`src/rtl/qtcore_scan_ctrl_if.sv`:
```
// ---------------------------------------------------------------------------
// qtcore_scan_ctrl_if
//
// Pin-side bundle between the TinyTapeout SPI-style pins and the scan
// controller. The host (pin driver) is the master, the controller is the
// slave.
//
// Signals:
//   scan_cs_n  host -> ctrl  scan frame select, active low
//   proc_cs_n  host -> ctrl  run select, active low
//   sdi        host -> ctrl  serial data in
//   miso       ctrl -> host  serial data out / halt status
// ---------------------------------------------------------------------------
interface qtcore_scan_ctrl_if;
    logic scan_cs_n;
    logic proc_cs_n;
    logic sdi;
    logic miso;

    modport master (
        output scan_cs_n,
        output proc_cs_n,
        output sdi,
        input  miso
    );

    modport slave (
        input  scan_cs_n,
        input  proc_cs_n,
        input  sdi,
        output miso
    );
endinterface

```
`src/rtl/qtcore_scan_ctrl.sv`:
```
// ---------------------------------------------------------------------------
// qtcore_scan_ctrl
//
// Pin-side controller in front of NUM_CORES qtcore instances. A scan frame
// (scan_cs_n low) starts with a SEL_W-bit core-select header, MSB first,
// followed by exactly SCAN_LEN scan bits routed to the selected core. A run
// request (proc_cs_n low) enables execution of the selected core and
// reflects its halt flag on miso. Short frames, over-long frames, invalid
// core indices and simultaneous selects raise a sticky err flag.
//
// Optional feature (compile-time macro QTCORE_WDT_EN):
//   A run watchdog. While running, cycles with the selected core not halted
//   are counted; after WDT_CYCLES such cycles the core is stopped, err is
//   raised and miso reports "halted" until proc_cs_n is released.
//
// Ports:
//   clk            in   system clock, also the serial bit clock
//   rst            in   asynchronous reset, active low
//   pins           slave modport of qtcore_scan_ctrl_if
//                  (scan_cs_n, proc_cs_n, sdi in; miso out)
//   core_scan_en   out  one-hot scan enable, one bit per core
//   core_scan_in   out  scan data broadcast to all cores
//   core_scan_out  in   per-core scan data out
//   core_proc_en   out  one-hot processor enable
//   core_halt      in   per-core halt flag
//   sel            out  currently selected core index
//   frame_done     out  last frame completed with its full length
//   err            out  sticky error flag, cleared only by reset
// ---------------------------------------------------------------------------
module qtcore_scan_ctrl #(
    parameter int NUM_CORES  = 2,
    parameter int SEL_W      = 3,
    parameter int SCAN_LEN   = 192,
    parameter int WDT_CYCLES = 4096
) (
    input  logic                 clk,
    input  logic                 rst,
    qtcore_scan_ctrl_if.slave    pins,
    output logic [NUM_CORES-1:0] core_scan_en,
    output logic                 core_scan_in,
    input  logic [NUM_CORES-1:0] core_scan_out,
    output logic [NUM_CORES-1:0] core_proc_en,
    input  logic [NUM_CORES-1:0] core_halt,
    output logic [SEL_W-1:0]     sel,
    output logic                 frame_done,
    output logic                 err
);

    // The bit counter is shared between header and scan phases, so it must
    // also be able to hold SEL_W-1.
    localparam int CNT_W = $clog2(SCAN_LEN + 1);

    if (NUM_CORES < 1 || NUM_CORES > 8 || SEL_W < 1 ||
        SCAN_LEN < SEL_W || WDT_CYCLES < 1) begin : g_bad_cfg
        $error("qtcore_scan_ctrl: unsupported parameter set");
    end

`ifdef QTCORE_WDT_EN
    typedef enum logic [2:0] {
        S_IDLE,
        S_HDR,
        S_SCAN,
        S_DONE,
        S_RUN,
        S_WDT
    } state_t;

    localparam int WDT_W = $clog2(WDT_CYCLES + 1);
`else
    typedef enum logic [2:0] {
        S_IDLE,
        S_HDR,
        S_SCAN,
        S_DONE,
        S_RUN
    } state_t;
`endif

    state_t             state_q, state_d;
    logic [SEL_W-1:0]   sel_q, sel_d;
    logic [CNT_W-1:0]   cnt_q, cnt_d;
    logic               frame_done_q, frame_done_d;
    logic               err_q, err_d;
    logic               miso_c;
`ifdef QTCORE_WDT_EN
    logic [WDT_W-1:0]   wdt_q, wdt_d;
    logic               halt_sel;
`endif

    // -----------------------------------------------------------------------
    // Helpers
    // -----------------------------------------------------------------------
    function automatic logic sel_valid(input logic [SEL_W-1:0] s);
        return (32'(s) < NUM_CORES);
    endfunction

    // Shift one header bit in at the LSB; after SEL_W shifts the first bit
    // received ends up as the MSB.
    function automatic logic [SEL_W-1:0] shift_in(input logic [SEL_W-1:0] s,
                                                  input logic             b);
        return (s << 1) | SEL_W'(b);
    endfunction

    // One-hot decode; an out-of-range index decodes to all zeros.
    function automatic logic [NUM_CORES-1:0] onehot(input logic [SEL_W-1:0] s);
        logic [NUM_CORES-1:0] v;
        v = '0;
        for (int i = 0; i < NUM_CORES; i++) begin
            if (32'(s) == i) begin
                v[i] = 1'b1;
            end
        end
        return v;
    endfunction

    // Per-core bit pick; an out-of-range index reads as 0.
    function automatic logic pick(input logic [NUM_CORES-1:0] vec,
                                  input logic [SEL_W-1:0]     s);
        logic r;
        r = 1'b0;
        for (int i = 0; i < NUM_CORES; i++) begin
            if (32'(s) == i) begin
                r = vec[i];
            end
        end
        return r;
    endfunction

    // -----------------------------------------------------------------------
    // State register
    // -----------------------------------------------------------------------
    always_ff @(posedge clk or negedge rst) begin
        if (!rst) begin
            state_q      <= S_IDLE;
            sel_q        <= '0;
            cnt_q        <= '0;
            frame_done_q <= 1'b0;
            err_q        <= 1'b0;
`ifdef QTCORE_WDT_EN
            wdt_q        <= '0;
`endif
        end else begin
            state_q      <= state_d;
            sel_q        <= sel_d;
            cnt_q        <= cnt_d;
            frame_done_q <= frame_done_d;
            err_q        <= err_d;
`ifdef QTCORE_WDT_EN
            wdt_q        <= wdt_d;
`endif
        end
    end

`ifdef QTCORE_WDT_EN
    assign halt_sel = pick(core_halt, sel_q);
`endif

    // -----------------------------------------------------------------------
    // Next state and outputs
    // -----------------------------------------------------------------------
    always_comb begin
        state_d      = state_q;
        sel_d        = sel_q;
        cnt_d        = cnt_q;
        frame_done_d = frame_done_q;
        err_d        = err_q;
`ifdef QTCORE_WDT_EN
        wdt_d        = wdt_q;
`endif
        core_scan_en = '0;
        core_scan_in = 1'b0;
        core_proc_en = '0;
        miso_c       = 1'b0;

        unique case (state_q)
            S_IDLE: begin
                if (!pins.scan_cs_n) begin
                    // This edge already carries the first header bit.
                    sel_d        = shift_in(sel_q, pins.sdi);
                    frame_done_d = 1'b0;
                    if (!pins.proc_cs_n) begin
                        err_d = 1'b1;
                    end
                    if (SEL_W == 1) begin
                        state_d = S_SCAN;
                        cnt_d   = '0;
                        if (!sel_valid(sel_d)) begin
                            err_d = 1'b1;
                        end
                    end else begin
                        state_d = S_HDR;
                        cnt_d   = CNT_W'(1);
                    end
                end else if (!pins.proc_cs_n) begin
                    state_d = S_RUN;
`ifdef QTCORE_WDT_EN
                    wdt_d   = '0;
`endif
                end
            end

            S_HDR: begin
                if (pins.scan_cs_n) begin
                    state_d = S_IDLE;
                    cnt_d   = '0;
                    err_d   = 1'b1;
                end else begin
                    sel_d = shift_in(sel_q, pins.sdi);
                    if (cnt_q == CNT_W'(SEL_W - 1)) begin
                        state_d = S_SCAN;
                        cnt_d   = '0;
                        if (!sel_valid(sel_d)) begin
                            err_d = 1'b1;
                        end
                    end else begin
                        cnt_d = cnt_q + CNT_W'(1);
                    end
                end
            end

            S_SCAN: begin
                // An invalid index still runs the full-length count so the
                // host stays in step, but no core sees the bits.
                core_scan_in = pins.sdi;
                if (sel_valid(sel_q)) begin
                    core_scan_en = onehot(sel_q);
                    miso_c       = pick(core_scan_out, sel_q);
                end
                if (pins.scan_cs_n) begin
                    state_d = S_IDLE;
                    cnt_d   = '0;
                    err_d   = 1'b1;
                end else if (cnt_q == CNT_W'(SCAN_LEN - 1)) begin
                    // Park the count at SCAN_LEN; it never wraps.
                    state_d      = S_DONE;
                    cnt_d        = CNT_W'(SCAN_LEN);
                    frame_done_d = 1'b1;
                end else begin
                    cnt_d = cnt_q + CNT_W'(1);
                end
            end

            S_DONE: begin
                if (pins.scan_cs_n) begin
                    state_d = S_IDLE;
                    cnt_d   = '0;
                end else begin
                    // Over-long frame: bit is dropped but flagged.
                    err_d = 1'b1;
                end
            end

            S_RUN: begin
                if (sel_valid(sel_q)) begin
                    core_proc_en = onehot(sel_q);
                    miso_c       = pick(core_halt, sel_q);
                end else begin
                    err_d = 1'b1;
                end
                if (pins.proc_cs_n) begin
                    state_d = S_IDLE;
                end
`ifdef QTCORE_WDT_EN
                else if (halt_sel) begin
                    wdt_d = '0;
                end else if (wdt_q == WDT_W'(WDT_CYCLES - 1)) begin
                    state_d = S_WDT;
                    wdt_d   = WDT_W'(WDT_CYCLES);
                    err_d   = 1'b1;
                end else begin
                    wdt_d = wdt_q + WDT_W'(1);
                end
`endif
            end

`ifdef QTCORE_WDT_EN
            S_WDT: begin
                // Report the stopped core as halted so the host moves on.
                miso_c = 1'b1;
                if (pins.proc_cs_n) begin
                    state_d = S_IDLE;
                end
            end
`endif

            default: begin
                state_d = S_IDLE;
            end
        endcase
    end

    assign pins.miso  = miso_c;
    assign sel        = sel_q;
    assign frame_done = frame_done_q;
    assign err        = err_q;

endmodule

```
`src/flat_wrapper.sv`:
```
// flat-port wrapper written by rule: the top's interface ports become plain ports
module qtcore_scan_ctrl_flat 
#(
    parameter int NUM_CORES  = 2,
    parameter int SEL_W      = 3,
    parameter int SCAN_LEN   = 192,
    parameter int WDT_CYCLES = 4096
)
  (clk, rst, core_scan_en, core_scan_in, core_scan_out, core_proc_en, core_halt, sel, frame_done, err, pins_scan_cs_n, pins_proc_cs_n, pins_sdi, pins_miso);
  qtcore_scan_ctrl_if pins_i ();
  input  logic clk;
  input  logic rst;
  output logic [NUM_CORES-1:0] core_scan_en;
  output logic core_scan_in;
  input  logic [NUM_CORES-1:0] core_scan_out;
  output logic [NUM_CORES-1:0] core_proc_en;
  input  logic [NUM_CORES-1:0] core_halt;
  output logic [SEL_W-1:0] sel;
  output logic frame_done;
  output logic err;
  input wire logic [$bits(pins_i.scan_cs_n)-1:0] pins_scan_cs_n;
  input wire logic [$bits(pins_i.proc_cs_n)-1:0] pins_proc_cs_n;
  input wire logic [$bits(pins_i.sdi)-1:0] pins_sdi;
  output wire logic [$bits(pins_i.miso)-1:0] pins_miso;
  assign pins_i.scan_cs_n = pins_scan_cs_n;
  assign pins_i.proc_cs_n = pins_proc_cs_n;
  assign pins_i.sdi = pins_sdi;
  assign pins_miso = pins_i.miso;
  qtcore_scan_ctrl #(.NUM_CORES(NUM_CORES), .SEL_W(SEL_W), .SCAN_LEN(SCAN_LEN), .WDT_CYCLES(WDT_CYCLES)) u_core (.clk(clk), .rst(rst), .pins(pins_i), .core_scan_en(core_scan_en), .core_scan_in(core_scan_in), .core_scan_out(core_scan_out), .core_proc_en(core_proc_en), .core_halt(core_halt), .sel(sel), .frame_done(frame_done), .err(err));
endmodule
```
`config.mk`:
```
export PLATFORM = sky130hd
export DESIGN_NAME = qtcore_scan_ctrl_flat
export DESIGN_NICKNAME = d
export VERILOG_FILES = /design/src/rtl/qtcore_scan_ctrl_if.sv /design/src/rtl/qtcore_scan_ctrl.sv /design/src/flat_wrapper.sv
export SDC_FILE = /design/constraint.sdc
export NUM_CORES = 1
export LEC_CHECK = 0
export ABC_CLOCK_PERIOD_IN_PS = 2380
export BUFFER_PORTS_ARGS = -buffer_cell sky130_fd_sc_hd__clkbuf_2
export CORE_MARGIN = 1.5
export CORE_UTILIZATION = 40
export CTS_BUF_LIST = sky130_fd_sc_hd__clkbuf_16
export CTS_CLUSTER_SIZE = 25
export DETAILED_ROUTE_END_ITERATION = 10
export MAX_ROUTING_LAYER = met4
export SLEW_MARGIN = 10
export SYNTH_ARGS = -nofsm -noshare
export SYNTH_HDL_FRONTEND = slang
export SYNTH_SLANG_ARGS = --single-unit
```
`constraint.sdc`:
```
create_clock -name clk -period 2.38 [get_ports clk]
set_clock_uncertainty 0.1 [all_clocks]
set_input_delay 0.595 -clock clk [delete_from_list [all_inputs] [get_ports clk]]
set_output_delay 0.595 -clock clk [all_outputs]
set_load 0.01 [all_outputs]
```
==> results by group <==
Clock network
  – Clock net sink count: 16
  – H-tree depth: 1
  – Later-pin clock latency in the skew report: 0.24 ns
  – TritonCTS clock tree: yes
  – Setup Fix Bufs, Post-CTS: 0
  – Clock buffer depth: 2
  – CTS Buf Count: 3
  – Root Buffer: clkbuf_16
  – Post-cts resize count: 0
  – Hold-fix buffers, CTS: 0
  – Reg clk slew, reported paths: 0.05 ns

GRT
  – Initial antenna violation count: 0
  – Final global-route overflow total: 0
  – Number of global-route vias before repair: 881
  – Total GRT Usage: 0.1955
  – Global-route wire length before repair: 4015 um
  – Pin count of the biggest net entering global routing: 18

Power and ir drop
  – Pwr Density: 725.1 mW/mm2
  – Leakage: 0.5360 nW
  – Peak supply drop: 0.0004806 V

STA
  – Worst slew pin tran: 0.5012 ns
  – Setup violations, final: 0
  – Max Slew Vio Count: 0
  – Period utilization: 0.9471
  – Achievable Freq: 443.6 MHz
  – Worst rel slew slack: 0.6658
  – Setup TNS: 0 ns
  – Minimum clock period: 2.254 ns
  – Hold Vio Cnt, Final: 0
  – RSZ-0062 raised after global routing: false

Critical path
  – Data arrival, critical path: 1.56 ns
  – R2R Setup Slk: 0.36 ns
  – Critical path type: flop to output port
  – CP Data Required Time: 1.68 ns
  – Reg2reg path depth: 4
  – Crit path max fanout: 17
  – Worst R2R End: u_core.cnt_q[0]
  – Worst R2R Start: u_core.state_q[1]
  – Startpoint types: flop
  – Crit. End Element: output port

Placed design
  – Final GP Congestion: 0.7764
  – PortBufs: 19
  – DPL Wire Length: 1768 um
  – Placed Cells: 165

Yosys
  – Mapped Area: 0.001036 mm2
  – Unique masters post-synth: 40
  – Syn nets: 128
  – EDFF count, synth: 0
  – Seq cells post-synth: 16
  – Synthesized area per cell: 8.855 um2
  – Post-Synthesis Cells: 117
  – Ys async rst share: 1.000
  – Sequential area share after synthesis: 0.3865
  – Synth warn: 0
  – Ys flop type: dfrtp_1

Floorplan
  – Vert. Die Dim: 53.89 um
  – Initial core utilization: 0.4220
  – Core area: 0.002455 mm2
  – Die footprint: 0.002904 mm2
  – Ports: 20
  – Die width: 53.89 um
  – Site row count: 18

Detailed routing
  – Routed wire per std cell: 13.91 um
  – Drt total wl: 2337 um
  – Vias/cell: 5.661
  – Vias: 951
  – Drt drc: 0
  – Drt initial violations: 18
  – Antenna Nets Post-Route: 0
  – Detailed-router iteration count before antenna repair: 5

Finish
  – Share of cells above drive strength 1: 0.2754
  – Antenna diodes: 0
  – Final nets: 151
  – Finished Layout Cells: 168
  – P&R area growth vs syn: 20.29%

Run
  – Max Cap Violations: 0

Status
  – Status: complete, no violations

Min path
  – Hold Path Class: primary input to asynchronous set/reset pin
==> cells in the final DEF, fill, tap and decap left out, types with 2 or more instances in the layout <==
cell	n
buf_4	3
nor4_1	2
nor3_1	4
a22oi_1	2
and2_1	3
mux2_2	4
nor2_1	15
nor2_2	2
a21oi_1	4
o21ai_0	5
clkbuf_16	3
nand3_1	4
nand2_1	12
clkbuf_2	19
or4b_4	2
or3_1	2
o22ai_1	4
xnor2_1	2
ha_1	2
inv_1	5
and3_1	2
nor4b_1	2
a21oi_4	2
dfrtp_1	16
==> logic make-up (layout without fill, tap and decap cells) <==
kind of cell | after synthesis | after routing | share of synthesized area
multiplexers | 4 | 4 | 0.04348
XOR/XNOR | 2 | 2 | 0.01691
adder cells (fa/ha/maj) | 2 | 2 | 0.02415
flip-flops | 16 | 16 | 0.3865
AO/OA/AOI/OAI | 28 | 28 | 0.2005
AND/OR/NAND/NOR | 56 | 56 | 0.2887
buffers and inverters | 9 | 30 | 0.03986
==> how the worst max path moves through the flow <==
stage / from / end / slack [ns] / depth (start not counted)
2_1_floorplan: u_core.state_q[0] / core_proc_en[0] / 0.37 / 3
3_3_place_gp: pins_scan_cs_n / u_core.cnt_q[0] / 0.33 / 5
3_5_place_dp: pins_scan_cs_n / u_core.cnt_q[0] / 0.26 / 5
4_1_cts: u_core.state_q[1] / pins_miso / 0.08 / 5
5_1_grt: u_core.state_q[0] / core_proc_en[0] / 0.007 / 3
6_report: u_core.state_q[1] / pins_miso / 0.13 / 5
==> synthesized netlist by cell type, drive strengths merged, types with 2 or more instances <==
cell | n | area share
mux2 | 4 | 0.043
nor4b | 2 | 0.017
and3 | 2 | 0.012
nand3 | 4 | 0.019
nor2 | 17 | 0.064
dfrtp | 16 | 0.39
nand2 | 12 | 0.043
clkbuf | 3 | 0.011
a22oi | 2 | 0.014
xnor2 | 2 | 0.017
and2 | 3 | 0.018
inv | 5 | 0.018
a21oi | 6 | 0.051
or4b | 2 | 0.027
nor4 | 2 | 0.012
o21ai | 5 | 0.024
ha | 2 | 0.024
or3 | 2 | 0.012
o22ai | 4 | 0.024
nor3 | 4 | 0.019
==> worst max-delay path, stage by stage, from the launching register on <==
cell	delay [ns]
dfrtp_1	0.56
nor2_2	0.24
nand2_1	0.10
nor2_1	0.14
o2bb2ai_1	0.13
clkbuf_2	0.15
==> cell type report <==
| cell class | instances | area, um2 |
|---|---|---|
| repair buffers | 22 | 117.6 |
| fillers | 243 | 1209 |
| well taps | 30 | 37.54 |
| flip-flops and latches | 16 | 400.4 |
| clock buffers | 3 | 75.07 |
| inverters | 5 | 18.77 |
| multi-input cells | 92 | 596.8 |
==> per-layer routing <==
metal,wire (um),vias up,GRT usage,part of all wire
li1,-,468,-,-
met1,1133,451,0.2552,0.48
met2,1071,30,0.3191,0.46
met3,119,2,0.04167,0.051
met4,13,0,0.02564,0.0056
met5,0,-,-,0
==> where the power goes <==
part	internal (W)	switching, W
sequential	0.000311	0.0000600
clock	0.000220	0.0000989
combinational	0.0000976	0.000115
total	0.000629	0.000274
==> metrics by stage <==
step           total power, W  hold WS [ns]  worst slack [ns]  cell area [um2]    util
2_1_floorplan       0.0005108        0.1994            0.3666             1036       -
4_1_cts             0.0009126        0.1875           0.07856             1244  0.5066
6_report            0.0009036        0.1739            0.1258             1246  0.5076
3_5_place_dp        0.0005888        0.3720            0.2643             1169  0.4760
5_1_grt             0.0009562        0.2108          0.007497             1246  0.5076
3_3_place_gp        0.0005853        0.3675            0.3331             1169  0.4760
==> registers in the layout, summed over array words and instances (netlist names) <==
register and cells:
u_core.state_q 3, u_core.err 1, u_core.frame_done 1, u_core.cnt_q 8, u_core.sel 3
Power figures use the tool's default switching activity.
